<file path="config.mk">
export PLATFORM = sky130hd
export DESIGN_NAME = mem_arbiter
export DESIGN_NICKNAME = d
export VERILOG_FILES = /design/src/rtl/mem_arbiter.sv
export SDC_FILE = /design/constraint.sdc
export NUM_CORES = 1
export LEC_CHECK = 0
export CAP_MARGIN = 40
export CORE_AREA = 3 3 79 110
export DETAILED_ROUTE_END_ITERATION = 8
export DIE_AREA = 0 0 82 113
export HOLD_SLACK_MARGIN = 0.15
export MAX_ROUTING_LAYER = met4
export PLACE_DENSITY = 0.8
export SETUP_SLACK_MARGIN = 0.2
export SYNTH_ARGS = -nofsm -noshare
export SYNTH_HDL_FRONTEND = slang
export SYNTH_SLANG_ARGS = --single-unit
</file>
<file path="constraint.sdc">
create_clock -name clk -period 2.7 [get_ports clk]
set_clock_uncertainty 0.15 [all_clocks]
set_input_delay 0.405 -clock clk [delete_from_list [all_inputs] [get_ports clk]]
set_output_delay 0.405 -clock clk [all_outputs]
set_load 0.01 [all_outputs]
</file>
<file path="src/rtl/mem_arbiter.sv">
// Two-master (fetch / data) arbiter in front of a single-ported SRAM controller.
// Alternating priority on contention, latched request fields, and a grant watchdog.
//
//   state     | meaning
//   ----------+-----------------------------------------------------------
//   IDLE      | no transaction; arbitrate between if_req and mem_req
//   GRANT_IF  | fetch read in flight, ram_req held high
//   GRANT_MEM | data-port read/write in flight, ram_req held high
//   RESP      | single cycle in which the completion valid is presented
module mem_arbiter #(
  parameter int ADDR_W  = 18,
  parameter int DATA_W  = 16,
  parameter int TIMEOUT = 15
) (
  input  logic              clk,
  input  logic              rst,
  input  logic              if_req,
  input  logic [ADDR_W-1:0] if_addr,
  output logic [DATA_W-1:0] if_rdata,
  output logic              if_valid,
  input  logic              mem_req,
  input  logic              mem_we,
  input  logic [ADDR_W-1:0] mem_addr,
  input  logic [DATA_W-1:0] mem_wdata,
  output logic [DATA_W-1:0] mem_rdata,
  output logic              mem_valid,
  output logic              ram_req,
  output logic              ram_we,
  output logic [ADDR_W-1:0] ram_addr,
  output logic [DATA_W-1:0] ram_wdata,
  input  logic [DATA_W-1:0] ram_rdata,
  input  logic              ram_done,
  output logic              busy,
  output logic              bus_err
);

  localparam int CW = $clog2(TIMEOUT + 1);

  typedef enum logic [1:0] {IDLE, GRANT_IF, GRANT_MEM, RESP} state_t;

  state_t             r_state;
  logic               r_last_mem;
  logic [CW-1:0]      r_cnt;
  logic               w_pick_mem;
  logic               w_timeout;
  logic               w_finish;
  logic [DATA_W-1:0]  w_rdata;

  // On contention the data port wins unless it was served last.
  assign w_pick_mem = mem_req & (~if_req | ~r_last_mem);
  assign w_timeout  = (r_cnt == CW'(TIMEOUT - 1));
  assign w_finish   = ram_done | w_timeout;
  assign w_rdata    = ram_done ? ram_rdata : {DATA_W{1'b1}};
  assign busy       = (r_state != IDLE);

  always_ff @(posedge clk) begin
    if (rst) begin
      r_state    <= IDLE;
      r_last_mem <= 1'b0;
      r_cnt      <= '0;
      ram_req    <= 1'b0;
      ram_we     <= 1'b0;
      ram_addr   <= '0;
      ram_wdata  <= '0;
      if_valid   <= 1'b0;
      mem_valid  <= 1'b0;
      if_rdata   <= '0;
      mem_rdata  <= '0;
      bus_err    <= 1'b0;
    end else begin
      case (r_state)
        IDLE: begin
          if (mem_req | if_req) begin
            ram_req <= 1'b1;
            r_cnt   <= '0;
            if (w_pick_mem) begin
              r_state    <= GRANT_MEM;
              r_last_mem <= 1'b1;
              ram_addr   <= mem_addr;
              ram_we     <= mem_we;
              if (mem_we) ram_wdata <= mem_wdata;
            end else begin
              r_state    <= GRANT_IF;
              r_last_mem <= 1'b0;
              ram_addr   <= if_addr;
              ram_we     <= 1'b0;
            end
          end
        end
        GRANT_IF, GRANT_MEM: begin
          if (w_finish) begin
            ram_req <= 1'b0;
            r_cnt   <= '0;
            r_state <= RESP;
            // ram_done beats a coincident watchdog expiry.
            if (!ram_done) bus_err <= 1'b1;
            if (r_state == GRANT_IF) begin
              if_valid <= 1'b1;
              if_rdata <= w_rdata;
            end else begin
              mem_valid <= 1'b1;
              if (!ram_we || !ram_done) mem_rdata <= w_rdata;
            end
          end else begin
            r_cnt <= r_cnt + 1'b1;
          end
        end
        RESP: begin
          if_valid  <= 1'b0;
          mem_valid <= 1'b0;
          r_state   <= IDLE;
        end
        default: r_state <= IDLE;
      endcase
    end
  end

endmodule

</file>
==> results of run 1 <==
[stage by stage]
step | hold slack, ns | utilization (%) | instance area [um^2] | cells
after floorplan | 0.312 | - | 3150 | 354
after global placement | 0.292 | 60.0 | 4680 | 581
after detailed placement | 0.296 | 60.0 | 4680 | 581
after CTS | 0.307 | 62.7 | 4890 | 597
after global routing | 0.322 | 62.8 | 4890 | 597
final | 0.308 | 62.8 | 4890 | 597
[state kept, by name, indices dropped and copies added, names as in the netlist]
name,cells
bus_err,1
if_rdata,16
if_valid,1
mem_rdata,16
mem_valid,1
r_cnt,4
r_last_mem,1
r_state,2
ram_addr,18
ram_req,1
ram_wdata,16
ram_we,1
[worst max-delay path, stage by stage, from the launching register on]
cell and delay [ns]:
dfxtp_1 0.41, inv_1 0.11, ha_2 0.24, inv_1 0.11
clkdlybuf4s50_1 0.57
[what timing repair did]
action / CTS / global route
endpoints found under the hold margin: 0 / 0
gates resized for setup: 0 / 1
setup endpoints to repair: 0 / 6
buffers inserted: 0 / 0
[routing by layer]
| metal | routed length [um] | track usage [%] |
|---|---|---|
| met1 | 3210 | 19.3 |
| met2 | 4300 | 33.0 |
| met3 | 551 | 5.65 |
| met4 | 227 | 8.76 |
| met5 | 0 | - |
[worst paths after layout]
kind / from / endpoint / slack (ns) / depth (start not counted)
setup / recovery: r_state[0] / busy / 0.36 / 4
setup reg to reg: r_state[1] / mem_rdata[6] / 0.45 / 6
hold / removal: ram_wdata[4] / ram_wdata[4] / 0.31 / 2
hold reg to reg: ram_wdata[4] / ram_wdata[4] / 0.31 / 2
[layout make-up]
class / count / area (um^2)
Fill cell: 696 / 2900
Tap cell: 100 / 125
Inverter: 4 / 15.0
Multi-Input combinational cell: 248 / 1480
Sequential cell: 78 / 1560
Clock inverter: 6 / 71.3
Timing Repair Buffer: 151 / 1500
Clock buffer: 10 / 138
[Yosys cell counts (2+ instances only)]
cell type	count
ha_1	8
dfxtp_1	78
nor3b_1	2
mux2i_1	20
a211oi_1	55
buf_2	8
nor2_1	65
nand2_1	39
a21oi_1	23
clkbuf_1	14
nor2_2	2
inv_1	4
a31oi_1	3
nor2b_1	10
nand3_1	4
[power by group]
part	leakage, nW	internal (mW)	switching, mW	total (mW)
Combinational	1.03	0.908	0.903	1.81
Clock	0.0987	0.456	0.434	0.890
Sequential	0.639	1.43	0.158	1.59
[cells in the final DEF, fill, tap and decap left out, drive strengths merged]
cell	netlist	layout
nand2	40	40
clkinvlp	0	2
nor2	67	67
clkbuf	14	10
dfxtp	78	78
and3b	1	1
or2	1	1
o21ai	1	1
buf	10	7
or4	1	1
and2	1	1
nor2b	11	11
nand3b	1	1
ha	8	8
or3	1	1
inv	4	4
a311oi	1	1
bufinv	0	1
clkdlybuf4s50	0	144
and4	1	1
nor3b	2	2
nor3	1	1
nand4	1	1
nand4b	1	1
a21boi	1	1
a211oi	55	55
nand3	4	4
a31oi	3	3
clkinv	0	3
a41oi	1	1
mux2i	20	20
a21oi	24	24
[kinds of logic after synthesis]
logic type                 synth area share, %
buffers and inverters                     3.77
DFF                                       49.5
and+or+nand+nor                           18.6
AOI/OAI and AO/OA                         18.6
adders and majority gates                 3.17
muxes                                     6.35
==> flow_metrics.env, run 1 <==
export IMPL_worst_pin_slew_ns=0.844
export IMPL_die_h_um=113
export IMPL_max_freq_mhz=427
export IMPL_gp_congestion=0.766
export IMPL_layout_nets=574
export IMPL_start_kind="flip-flop"
export IMPL_power_total_mw=4.29
export IMPL_grt_overflow=0
export IMPL_clk_pin_slew_ns=0.08
export IMPL_std_cell_rows=38
export IMPL_antenna_found_initial=0
export IMPL_setup_viol=0
export IMPL_synthArstFlopShare_pct=0
export IMPL_synthCells=354
export IMPL_finalHoldViolCount=0
export IMPL_pwr_density_cell_nw_per_um2=876
export IMPL_synth_top_area_cell="dfxtp_1"
export IMPL_synth_area_leaders="dfxtp_1 50%, a211oi_1 13%, nor2_1 7.7%, mux2i_1 6.3%, nand2_1 4.6%"
export IMPL_critPathMaxFanout=7
export IMPL_grt_pass1_wl_mm=13.4
export IMPL_synth_main_ff_cell="dfxtp_1"
export IMPL_cp_required_ns=2.14
export IMPL_die_x_um=82
export IMPL_synth_top_cell_area_share_pct=49.5
export IMPL_tritoncts_num_sinks=78
export IMPL_diodes=0
export IMPL_clockBufferDepth=2
export IMPL_status="finished, final reports clean"
export IMPL_htreeDepth=3
export IMPL_synth_edf_count=0
export IMPL_grt_max_degree=45
export IMPL_area_growth_pct=55.2
export IMPL_insertion_delay_ns=0.35
export IMPL_crit_type="reg2out"
export IMPL_cp_arrival_ns=1.79
export IMPL_cap_violations=0
export IMPL_rsz0062_at_grt="no"
export IMPL_cts_root_buffer="clkbuf_8"
export IMPL_drt_iter0_markers=87
export IMPL_tns_ns=0
export IMPL_io_buffers=145
export IMPL_drc=0
export IMPL_syn_nets=436
export IMPL_syn_area_um2=3150
export IMPL_hold_buffers=0
export IMPL_ys_seq_elements=78
export IMPL_fin_crit_ns=2.34
export IMPL_wl_mm=8.30
export IMPL_ir_drop_mv=0.367
export IMPL_via_per_inst=4.99
export IMPL_grt_pass1_vias=3049
export IMPL_die_area_um2=9270
export IMPL_drtAntennaViolNets=0
export IMPL_cts_tree="done"
export IMPL_hold_class="reg2reg"
export IMPL_initial_core_util_pct=40.4
export IMPL_numCtsBuffers=9
export IMPL_io_pins=146
export IMPL_dr_pass1_iters=4
export IMPL_fin_crit_sh_pct=86.7
export IMPL_power_leakage_nw=1.76
export IMPL_finalWorstSetupSlack_ns=0.359
export IMPL_ys_warn_count=0
export IMPL_avgSynthCellArea_um2=8.91
export IMPL_preCtsSetupSlack_ns=0.229
export IMPL_wl_per_cell_um=13.9
export IMPL_ys_types=34
export IMPL_layout_drive_gt1_share_pct=6.04
export IMPL_vias=2982
export IMPL_drv_slew=0
export IMPL_maxSlewHeadroom_pct=43.7
export IMPL_core_um2=7800
export IMPL_end_kind="primary output"
export IMPL_ys_seq_area_share_pct=49.5
export IMPL_dp_hpwl_mm=6.26
export IMPL_grt_total_usage_pct=19.1
(Power assumes the default switching activity.)
==> inputs of run 2 (changes only) <==
Settings changed: HOLD_SLACK_MARGIN 0.15 to 0.08.
==> results of run 2 <==
Same layout as run 1: the final DEF is identical, and so are final timing and power.
==> inputs of run 3 (changes only) <==
Settings changed: GPL_ROUTABILITY_DRIVEN set to 0.
==> results of run 3 <==
Same layout as run 1: the final DEF is identical, and so are final timing and power.
==> variant (config.mk and constraints of run 1) <==
Make the reset (`rst`) asynchronous in one clocked block.
--- a/src/rtl/mem_arbiter.sv
+++ b/src/rtl/mem_arbiter.sv
@@ -53,7 +53,7 @@
   assign w_rdata    = ram_done ? ram_rdata : {DATA_W{1'b1}};
   assign busy       = (r_state != IDLE);
 
-  always_ff @(posedge clk) begin
+  always_ff @(posedge clk or posedge rst) begin
     if (rst) begin
       r_state    <= IDLE;
       r_last_mem <= 1'b0;
Behaviour: differs if rst is asserted again (counterexample within 4 cycles, from zero or initial values and one cycle with rst high); with rst held inactive, the same outputs for 10 cycles.
==> variant against run 1 <==
Total power grew 31%; final cell count shrank 14%; sequential cell count is the same; routed wire length grew 1.9%; setup slack lost 0.038 ns; combinational power grew 53%; core utilization grew 2.4 points; critical path depth is the same; first-iteration DRC count grew 2.3%; die area is the same; via count shrank 11%; global-route usage grew 0.51 points; design area grew 3.8%; area after synthesis grew 3.7%.
==> variant: results (changes against run 1) <==
- Worst hold start: bus_err
- Post-synthesis adder-cell area fraction: 3.06% (-0.11 points)
- Vias per inst: 5.18 (+3.6%)
- R2R Path End: r_state[0]
- Status: finished, final reports clean
- Gr usage total: 19.6% (+0.51 points)
- Vias in the first global route: 2,663 (-13%)
- Reg2Reg Depth: 5 (-1)
- Dominant cells by area after synthesis: dfrtp_1, o22a_1, mux2i_1
- Fraction of the mapped netlist area in compound gates: 16.8% (-1.8 points)
- Largest net degree at the start of global routing: 38 (-16%)
- Slowest stage delay, CP: 0.54 ns (-0.03 ns)
- Hold_ws: 0.310 ns (+0.00226 ns)
- Number of DRC markers in iteration 0: 89 (+2.3%)
- Worst reg2reg path startpoint: r_state[0]
- Post-synthesis sequential area ratio: 59.7% (+10 points)
- Global-route wire length before repair: 13.3 mm (-0.77%)
- # fillers: 610 (-12%)
- GPL Wtd Cong: 0.823 (+7.4%)
- Post-DP HPWL: 6.54 mm (+4.5%)
- Post-synth ARST share: 100% (+100 points)
- Reg2reg setup slack: 0.53 ns (+0.08 ns)
- Synth cell count leaders: dfrtp_1, o22a_1, o21ai_0, mux2i_1, nand2_1
- DP Worst Slack: 0.522 ns (+0.293 ns)
- Multiplexer area fraction after synthesis: 12.6% (+6.2 points)
- Crit path DAT: 1.82 ns (+0.03 ns)
- WL per Instance: 16.5 um (+19%)
- Lkg Pwr: 2.12 nW (+20%)
- Hold Path Depth: 1 (-1)
- Hold Path Sink: bus_err
- Slew @ Worst Pin: 0.539 ns (-0.305 ns)
- Unique masters post-synth: 32 (-5.9%)
-- variant: changes by cell type in the layout (fill, tap and decap cells not counted), moves of 22 or more --
cell and delta:
a211oi_1 -52, o22a_1 +32, dfxtp_1 -78, dfrtp_1 +78
nor2_1 -62, o21ai_0 +22
-- variant: worst max path at each step --
| stage | endpoint | slack, ns | start | cells after the start |
|---|---|---|---|---|
| floorplan | ram_wdata[0] | 0.70 | r_state[1] | 6 |
| global route | busy | 0.20 | r_state[1] | 4 |
| global placement | if_rdata[13] | 0.43 | r_state[0] | 5 |
| finish | busy | 0.32 | r_state[0] | 4 |
| detailed placement | r_state[0] | 0.52 | ram_done | 5 |
| CTS | busy | 0.29 | r_state[0] | 4 |
-- variant: through the flow --
step | util, % | cell area [sq um] | std cells | power [mW]
after global placement | 62.6 | 4880 | 495 | 4.76
after floorplan | - | 3270 | 252 | 3.38
after global routing | 65.1 | 5080 | 512 | 6.04
after CTS | 65.1 | 5080 | 512 | 5.71
final | 65.1 | 5080 | 512 | 5.63
after detailed placement | 62.7 | 4890 | 496 | 4.88
-- variant: kinds of logic after synthesis --
group                      Yosys count
buffers and inverters               21
and+or+nand+nor                     33
AOI/OAI and AO/OA                   73
DFF                                 78
muxes                               39
adders and majority gates            8
-- variant: worst register-to-register path, delay by kind of cell, from the launching register on --
kind / cells / cell delay, ns
buffers and inverters: 1 / 0.11
flip-flops: 1 / 0.42
adder cells (fa/ha/maj): 1 / 0.41
multiplexers: 1 / 0.30
AND/OR/NAND/NOR: 1 / 0.46
AO/OA/AOI/OAI: 1 / 0.21
-- variant: power breakdown --
group          leakage [nW]  internal, mW  switching [mW]
logic                  1.11          1.58            1.19
registers             0.917          1.72           0.330
clock network        0.0954         0.407           0.399
total                  2.12          3.71            1.92
-- variant: routing by layer --
layer,global-route usage [%],part of all wire [%]
met1,22.1,39
met2,32.1,51
met3,5.57,8.4
met4,8.09,2.1
met5,-,0
-- variant: final cells by class --
cell class / instances / area, sq um / area share [%]
clock buffers: 13 / 169 / 3.33
multi-input cells: 153 / 1230 / 24.3
clock inverters: 3 / 17.5 / 0.345
repair buffers: 155 / 1540 / 30.3
inverters: 10 / 41.3 / 0.813
flip-flops and latches: 78 / 1950 / 38.4
well taps: 100 / 125 / 2.46
